===== config.mk =====
export PLATFORM = sky130hd
export DESIGN_NAME = rd_wait_target
export DESIGN_NICKNAME = d
export VERILOG_FILES = /design/src/rtl/rd_wait_target.sv
export SDC_FILE = /design/constraint.sdc
export NUM_CORES = 1
export LEC_CHECK = 0
export CORE_MARGIN = 4
export CORE_UTILIZATION = 55
export CTS_CLUSTER_SIZE = 30
export DETAILED_ROUTE_END_ITERATION = 6
export PLACE_DENSITY_LB_ADDON = 0.2
export REMOVE_ABC_BUFFERS = 1
export SLEW_MARGIN = 40
export SYNTH_ARGS = -nofsm -noshare
export SYNTH_HDL_FRONTEND = slang
export SYNTH_SLANG_ARGS = --single-unit

===== constraint.sdc =====
create_clock -name clk -period 3.6 [get_ports clk]
set_input_delay 0.72 -clock clk [delete_from_list [all_inputs] [get_ports clk]]
set_output_delay 0.72 -clock clk [all_outputs]
set_load 0.1 [all_outputs]

===== src/rtl/rd_wait_target.sv =====
// rd_wait_target: read target that answers each read with a programmable
// number of wait cycles on ws, then presents one word from a small register
// file and advances its read pointer when the controller strobes ds.
//
// Optional feature: define RD_WAIT_TARGET_STATS_EN to build saturating
// completion/abort counters; otherwise txn_cnt and abort_cnt are tied to 0.
//
// Handshake: ws is combinational, ws = rd & (state != T_READY). The
// controller holds rd high for the whole transaction; ds is a one-cycle
// pulse that completes it and is only honoured in T_READY. Dropping rd
// before ds abandons the transaction and pulses abort_o for one cycle.
module rd_wait_target #(
    parameter int DW     = 8,
    parameter int AW     = 4,
    parameter int WAIT_W = 4
) (
    input  logic              clk,
    input  logic              rst,
    input  logic              rd,
    input  logic              ds,
    input  logic [WAIT_W-1:0] wait_cfg,
    input  logic              wr_en,
    input  logic [AW-1:0]     wr_addr,
    input  logic [DW-1:0]     wr_data,
    output logic              ws,
    output logic [DW-1:0]     rdata,
    output logic              rvalid,
    output logic [AW-1:0]     rd_ptr,
    output logic              abort_o,
    output logic [15:0]       txn_cnt,
    output logic [15:0]       abort_cnt
);

    typedef enum logic [1:0] {
        T_IDLE  = 2'd0,
        T_WAIT  = 2'd1,
        T_READY = 2'd2
    } state_t;

    state_t            state;
    logic [WAIT_W-1:0] wcnt;
    logic [DW-1:0]     mem [0:(1<<AW)-1];

    // Transaction events seen this cycle; shared by the FSM and the counters.
    logic txn_done;
    logic abort_evt;

    assign txn_done  = (state == T_READY) && ds;
    assign abort_evt = ((state == T_WAIT) && !rd) ||
                       ((state == T_READY) && !ds && !rd);

    // Wait-state back to the controller; released only once data is presented.
    assign ws = rd && (state != T_READY);

    // Register file write port; contents are deliberately not reset.
    always_ff @(posedge clk) begin
        if (wr_en) begin
            mem[wr_addr] <= wr_data;
        end
    end

    // Transaction FSM with registered data, valid, pointer and abort pulse.
    always_ff @(posedge clk or posedge rst) begin
        if (rst) begin
            state   <= T_IDLE;
            wcnt    <= '0;
            rdata   <= '0;
            rvalid  <= 1'b0;
            rd_ptr  <= '0;
            abort_o <= 1'b0;
        end else begin
            abort_o <= 1'b0;
            case (state)
                T_IDLE: begin
                    // wait_cfg is sampled only here; later changes are ignored.
                    if (rd) begin
                        wcnt <= wait_cfg;
                        if (wait_cfg == '0) begin
                            state  <= T_READY;
                            rdata  <= mem[rd_ptr];
                            rvalid <= 1'b1;
                        end else begin
                            state <= T_WAIT;
                        end
                    end
                end
                T_WAIT: begin
                    if (abort_evt) begin
                        state   <= T_IDLE;
                        abort_o <= 1'b1;
                    end else begin
                        wcnt <= wcnt - WAIT_W'(1);
                        if (wcnt == WAIT_W'(1)) begin
                            // A same-edge write to rd_ptr is not seen here.
                            state  <= T_READY;
                            rdata  <= mem[rd_ptr];
                            rvalid <= 1'b1;
                        end
                    end
                end
                T_READY: begin
                    // ds wins over a simultaneous rd; IDLE re-evaluates rd.
                    if (txn_done) begin
                        rd_ptr <= rd_ptr + AW'(1);
                        rvalid <= 1'b0;
                        state  <= T_IDLE;
                    end else if (abort_evt) begin
                        rvalid  <= 1'b0;
                        abort_o <= 1'b1;
                        state   <= T_IDLE;
                    end
                end
                default: begin
                    state  <= T_IDLE;
                    rvalid <= 1'b0;
                end
            endcase
        end
    end

`ifdef RD_WAIT_TARGET_STATS_EN
    // Saturating completion and abort counters.
    always_ff @(posedge clk or posedge rst) begin
        if (rst) begin
            txn_cnt   <= '0;
            abort_cnt <= '0;
        end else begin
            if (txn_done && (txn_cnt != 16'hFFFF)) begin
                txn_cnt <= txn_cnt + 16'd1;
            end
            if (abort_evt && (abort_cnt != 16'hFFFF)) begin
                abort_cnt <= abort_cnt + 16'd1;
            end
        end
    end
`else
    assign txn_cnt   = 16'h0000;
    assign abort_cnt = 16'h0000;
`endif

endmodule


### After elaboration in Yosys (flattened, before gate mapping)

Memories as Yosys holds them, arrays and structs flattened.
Index checks and enable logic that the tools add are counted.

| operators by class | value |
|---|---|
| reduce and logical (&&, ||, !) cells | 16 |
| eq/ne operators | 10 |
| muxes and demuxes | 27 |
| add/sub/neg operators | 2 |

Operators with widths:

| operator | count |
|---|---|
| 2-to-1 mux 8 bit | 4 |
| case mux 8 bit (2 select lines) | 1 |
| 2-to-1 mux 2 bit | 6 |
| 2-to-1 mux 1 bit | 10 |
| AND reduction 5 bit | 2 |
| 2-to-1 mux 4 bit | 2 |
| != test 2 bit, second input constant | 4 |
| case mux 4 bit (2 select lines) | 1 |
| case mux 2 bit (3 select lines) | 1 |
| AND reduction 3 bit | 2 |
| logical AND 1 bit | 5 |
| adder 4 x 1 -> 4 bit, second input constant | 1 |
| == test 4 x 1 -> 1 bit, second input constant | 1 |
| logical NOT 4 bit | 1 |
| subtractor 4 x 1 -> 4 bit, second input constant | 1 |
| != test 3 x 2 -> 1 bit, second input constant | 1 |
| != test 3 bit, second input constant | 1 |
| case mux 1 bit (3 select lines) | 1 |
| == test 2 x 1 -> 1 bit, second input constant | 1 |
| == test 2 bit, second input constant | 1 |
| logical NOT 1 bit | 2 |
| logical NOT 2 bit | 1 |
| != test 2 x 1 -> 1 bit, second input constant | 1 |
| case mux 1 bit (2 select lines) | 1 |
| 3 further kinds | 3 |

| word-level totals | value |
|---|---|
| output and inout bits | 47 |
| memories | 1 |
| RAM bits | 128 |
| logic and storage cells | 62 |
| bits of input ports | 21 |
| register bits after elaboration | 20 |

Memory list:

| memory | depth | width | rd ports | clocked after Yosys merged registers in | wr ports | line | source |
|---|---|---|---|---|---|---|---|
| mem | 16 | 8 | 1 | 0 | 1 | 42 | `logic [DW-1:0] mem [0:(1<<AW)-1];` |

### Depth between registers and ports, before layout

| depth | value |
|---|---|
| word-level depth | 7 |
| gate-level depth with buffers | 7 |
| mapped depth without buffers | 6 |

### Worst setup path before layout

OpenSTA, ideal clock, no wires.

| timing path | value |
|---|---|
| path kind | input port to output port |
| from | input rd |
| to | output ws |
| path slack | 0.512 ns |
| data arrival time | 2.368 ns |
| cell stages on the path | 2 |
| required time | 2.880 ns |
| buffers on the path | 1 |
| cell sequence | clkbuf_1 -> nor2b_1 |

| between the ends | value |
|---|---|
| word-level cells in the longest chain between the ends | 1 |

RTL lines:

| element | line | source |
|---|---|---|
| start, declared | 19 | `input logic rd,` |
| logical AND 1 bit | 53 | `assign ws = rd && (state != T_READY);` |
| end, declared | 25 | `output logic ws,` |

Every way passes these cells.

### Final worst setup path

Ends and elaborated chain as after synthesis.

==> impl_metrics.xml <==
<?xml version="1.0" encoding="UTF-8"?>
<metrics>
  <group name="clock_network">
    <metric name="cts_resized" unit="">0</metric>
    <metric name="cell_at_the_root_of_the_clock_tree" unit="">sky130_fd_sc_hd__clkbuf_16</metric>
    <metric name="cts_inserted_buffers" unit="">17</metric>
    <metric name="clkTransAtPathRegs" unit="ps">50</metric>
    <metric name="cts_tree" unit="">yes</metric>
    <metric name="clockBufferDepth" unit="">2</metric>
    <metric name="worst_skew_pair.late_latency" unit="ps">420</metric>
    <metric name="htree_num_levels" unit="">4</metric>
    <metric name="clkSinkCount" unit="">148</metric>
    <metric name="cts-hold-fix-buffers" unit="">0</metric>
    <metric name="cts_setup_buffers" unit="">0</metric>
  </group>
  <group name="floorplanning">
    <metric name="boundaryPins" unit="">68</metric>
    <metric name="initial_core_util" unit="%">57.2</metric>
    <metric name="num_rows" unit="">38</metric>
    <metric name="dieArea" unit="mm²">0.0133</metric>
    <metric name="die_width" unit="µm">115</metric>
    <metric name="core_area" unit="mm²">0.0111</metric>
    <metric name="die_h" unit="µm">115</metric>
  </group>
  <group name="routing">
    <metric name="post-route-drc-count" unit="">0</metric>
    <metric name="wirelength" unit="µm">11700</metric>
    <metric name="ant_nets" unit="">0</metric>
    <metric name="first_iter_violations" unit="">187</metric>
    <metric name="drt_pass1_iterations" unit="">5</metric>
    <metric name="routed-via-count" unit="">3086</metric>
    <metric name="route.detailed.wl_per_inst" unit="µm">21.5</metric>
    <metric name="detail_route.vias_per_cell" unit="">5.67</metric>
  </group>
  <group name="worst_setup_path">
    <metric name="worstPathRequired" unit="ps">2880</metric>
    <metric name="path_max_fanout" unit="">16</metric>
    <metric name="critPathLaunchType" unit="">primary input</metric>
    <metric name="crit_path_end_kind" unit="">output pin</metric>
    <metric name="cp.arrival" unit="ps">1990</metric>
    <metric name="path_type_of_the_worst_setup_path" unit="">in -&gt; out</metric>
  </group>
  <group name="placed_design">
    <metric name="portBuffers" unit="">35</metric>
    <metric name="dpl_cell_area" unit="mm²">0.00664</metric>
    <metric name="post-place-cells" unit="">512</metric>
    <metric name="gp_congestion" unit="">0.787</metric>
    <metric name="dp_slack" unit="ps">805</metric>
    <metric name="detailed_place_hpwl" unit="µm">7320</metric>
  </group>
  <group name="sta">
    <metric name="final_worst_setup_slack" unit="ps">895</metric>
    <metric name="skew" unit="ps">11.1</metric>
    <metric name="timing_worst_slew_pin_value" unit="ps">783</metric>
    <metric name="max_slew_margin_vs_limit" unit="%">47.6</metric>
    <metric name="timing.final.max_slew_violations" unit="">0</metric>
    <metric name="rsz0062_at_grt" unit="">no</metric>
    <metric name="finalSetupViolCount" unit="">0</metric>
    <metric name="final-hold-violation-count" unit="">0</metric>
    <metric name="fin_crit" unit="ps">2710</metric>
    <metric name="min_period_over_period" unit="%">75.1</metric>
    <metric name="timing.setup.tns" unit="ps">0</metric>
    <metric name="fmax" unit="GHz">0.370</metric>
  </group>
  <group name="logic_synthesis">
    <metric name="synth.yosys.warnings" unit="">0</metric>
    <metric name="yosys.cell_types.count" unit="">38</metric>
    <metric name="ys_seq_area_share" unit="%">68.5</metric>
    <metric name="post_synth_inst_count" unit="">344</metric>
    <metric name="synth-seq-cells" unit="">148</metric>
    <metric name="synth_area_per_cell" unit="µm²">18.4</metric>
    <metric name="synthesis.area" unit="mm²">0.00634</metric>
  </group>
  <group name="cells_and_area">
    <metric name="final_layout_size_suffix_gt1_share" unit="%">18.6</metric>
    <metric name="diodes" unit="">0</metric>
    <metric name="instances_no_fill" unit="">544</metric>
    <metric name="layout-area-overhead-vs-synth" unit="%">14.5</metric>
    <metric name="fin_nets" unit="">418</metric>
    <metric name="utilization" unit="%">65.5</metric>
    <metric name="fin_area" unit="mm²">0.00726</metric>
  </group>
  <group name="run_status">
    <metric name="outcome" unit="">finished, final reports clean</metric>
  </group>
  <group name="global_route">
    <metric name="track_usage" unit="%">19.3</metric>
    <metric name="grt_pass1_vias" unit="">3130</metric>
    <metric name="globalRoute.totalOverflow" unit="">0</metric>
    <metric name="grt_pass1_wl" unit="µm">18300</metric>
    <metric name="antenna_found_initial" unit="">0</metric>
    <metric name="maximum_number_of_pins_on_one_net_before_global_route_repair" unit="">36</metric>
  </group>
  <group name="run">
    <metric name="cap_violations" unit="">0</metric>
  </group>
  <group name="min_path">
    <metric name="hp-class" unit="">reg -&gt; reg</metric>
  </group>
  <group name="power_and_ir_drop">
    <metric name="power_density" unit="mW/mm²">814</metric>
    <metric name="worst_ir_drop_on_vdd" unit="µV">821</metric>
    <metric name="power_leakage" unit="nW">2.61</metric>
  </group>
</metrics>
==> worst max-delay path, stage by stage <==
cell and delay, ps:
sky130_fd_sc_hd__clkdlybuf4s50_1 770, sky130_fd_sc_hd__nor2b_1 190, sky130_fd_sc_hd__buf_4 300
==> cells in the mapped netlist <==
| master | count | area share [%] |
|---|---|---|
| sky130_fd_sc_hd__edfxtp_1 | 128 | 61 |
| sky130_fd_sc_hd__buf_4 | 34 | 4.0 |
| sky130_fd_sc_hd__mux2i_1 | 28 | 4.4 |
| sky130_fd_sc_hd__mux4_1 | 22 | 9.1 |
| sky130_fd_sc_hd__dfrtp_1 | 20 | 7.9 |
| sky130_fd_sc_hd__nor2_1 | 16 | 0.95 |
| sky130_fd_sc_hd__mux4_2 | 10 | 3.6 |
| sky130_fd_sc_hd__inv_1 | 9 | 0.53 |
| sky130_fd_sc_hd__mux2_2 | 9 | 1.6 |
| sky130_fd_sc_hd__o21ai_0 | 7 | 0.55 |
| sky130_fd_sc_hd__ha_1 | 6 | 1.2 |
| sky130_fd_sc_hd__nand2_1 | 5 | 0.30 |
| sky130_fd_sc_hd__nor3_1 | 5 | 0.39 |
| sky130_fd_sc_hd__buf_6 | 4 | 0.71 |
| sky130_fd_sc_hd__nand3_1 | 4 | 0.32 |
| sky130_fd_sc_hd__nor2b_1 | 4 | 0.39 |
| sky130_fd_sc_hd__buf_2 | 3 | 0.24 |
| sky130_fd_sc_hd__clkbuf_1 | 3 | 0.18 |
| sky130_fd_sc_hd__nand2b_1 | 3 | 0.30 |
| sky130_fd_sc_hd__a21oi_1 | 2 | 0.16 |
| sky130_fd_sc_hd__a31oi_1 | 2 | 0.20 |
| sky130_fd_sc_hd__nand3b_1 | 2 | 0.24 |
| sky130_fd_sc_hd__nor3b_1 | 2 | 0.24 |
| sky130_fd_sc_hd__xnor2_1 | 2 | 0.28 |
| sky130_fd_sc_hd__a22o_1 | 1 | 0.14 |
| sky130_fd_sc_hd__a32oi_1 | 1 | 0.14 |
| sky130_fd_sc_hd__and3_1 | 1 | 0.099 |
| sky130_fd_sc_hd__buf_1 | 1 | 0.059 |
| sky130_fd_sc_hd__conb_1 | 1 | 0.059 |
| sky130_fd_sc_hd__nor2_2 | 1 | 0.099 |
| sky130_fd_sc_hd__nor4_1 | 1 | 0.099 |
| sky130_fd_sc_hd__o211ai_1 | 1 | 0.12 |
| sky130_fd_sc_hd__o221ai_1 | 1 | 0.14 |
| sky130_fd_sc_hd__o22ai_1 | 1 | 0.099 |
| sky130_fd_sc_hd__o2bb2ai_1 | 1 | 0.14 |
| sky130_fd_sc_hd__o32a_1 | 1 | 0.16 |
| sky130_fd_sc_hd__or3b_2 | 1 | 0.14 |
| sky130_fd_sc_hd__xor2_1 | 1 | 0.14 |
==> layer usage <==
layer,track usage (%),part of all wire [%],up-vias,routed length [µm]
met5,0,0,-,0
met4,6.73,1.2,0,136
met3,4.84,5.4,12,637
met2,28.7,48,96,5580
met1,28.2,46,1581,5340
li1,-,-,1397,-
==> report_power, final <==
part	total [W]	leakage (nW)	internal [W]	switching [W]
clock network	0.00181	0.294	0.00117	0.000639
logic	0.00197	0.914	0.000648	0.00132
registers	0.00213	1.40	0.00200	0.000127
==> flip-flops by register name, indices dropped and copies added (netlist names) <==
register  cells
rdata         8
abort_o       1
wcnt          4
rvalid        1
rd_ptr        4
state         2
mem         128
==> stage by stage <==
step | hold slack, ps | total power (W)
4_1_cts | 505 | 0.00596
5_1_grt | 520 | 0.00616
2_1_floorplan | 497 | 0.00371
3_3_place_gp | 491 | 0.00417
3_5_place_dp | 494 | 0.00415
6_report | 498 | 0.00591
==> area by class of cell <==
class,instances,area [µm²]
Multi-Input combinational cell,173,1760
Clock buffer,21,450
Timing Repair Buffer,42,340
Inverter,9,33.8
Sequential cell,148,4350
Tap cell,140,175
Clock inverter,11,159
Fill cell,740,3820
==> cell families after synthesis <==
logic type | Yosys count | synth area share, %
AOI/OAI and AO/OA | 18 | 1.84
xor gates and xnor gates | 3 | 0.415
adders and majority gates | 6 | 1.18
buffers and inverters | 54 | 5.74
DFF | 148 | 68.5
muxes | 69 | 18.7
other | 1 | 0.0591
and+or+nand+nor | 45 | 3.55
==> placed cells by master, fill, tap and decap left out, types with 4 or more instances in the layout <==
cell type,n
sky130_fd_sc_hd__dfrtp_1,19
sky130_fd_sc_hd__mux4_1,22
sky130_fd_sc_hd__nor2_1,13
sky130_fd_sc_hd__clkinv_2,4
sky130_fd_sc_hd__buf_2,10
sky130_fd_sc_hd__edfxtp_1,128
sky130_fd_sc_hd__nand2_1,5
sky130_fd_sc_hd__nand3_1,4
sky130_fd_sc_hd__nor2_2,4
sky130_fd_sc_hd__ha_1,6
sky130_fd_sc_hd__inv_1,8
sky130_fd_sc_hd__mux2i_1,28
sky130_fd_sc_hd__clkbuf_16,17
sky130_fd_sc_hd__bufinv_16,4
sky130_fd_sc_hd__mux2_2,9
sky130_fd_sc_hd__o21ai_0,7
sky130_fd_sc_hd__nor2b_1,4
sky130_fd_sc_hd__mux4_2,10
sky130_fd_sc_hd__clkdlybuf4s50_1,20
sky130_fd_sc_hd__conb_1,32
sky130_fd_sc_hd__buf_4,12
sky130_fd_sc_hd__nor3_1,5
==> final timing paths <==
check	slack, ps	cells after the start	from	to
max	890	3	rd	ws
min	500	1	rdata[5]	rdata[5]
max reg2reg	1300	5	rd_ptr[2]	rdata[3]
min reg2reg	500	1	rdata[5]	rdata[5]
max in group asynchronous	2580	2	rst	rd_ptr[2]
min in group asynchronous	640	2	rst	rd_ptr[1]
Note: power is estimated with default switching activity, not from simulation.
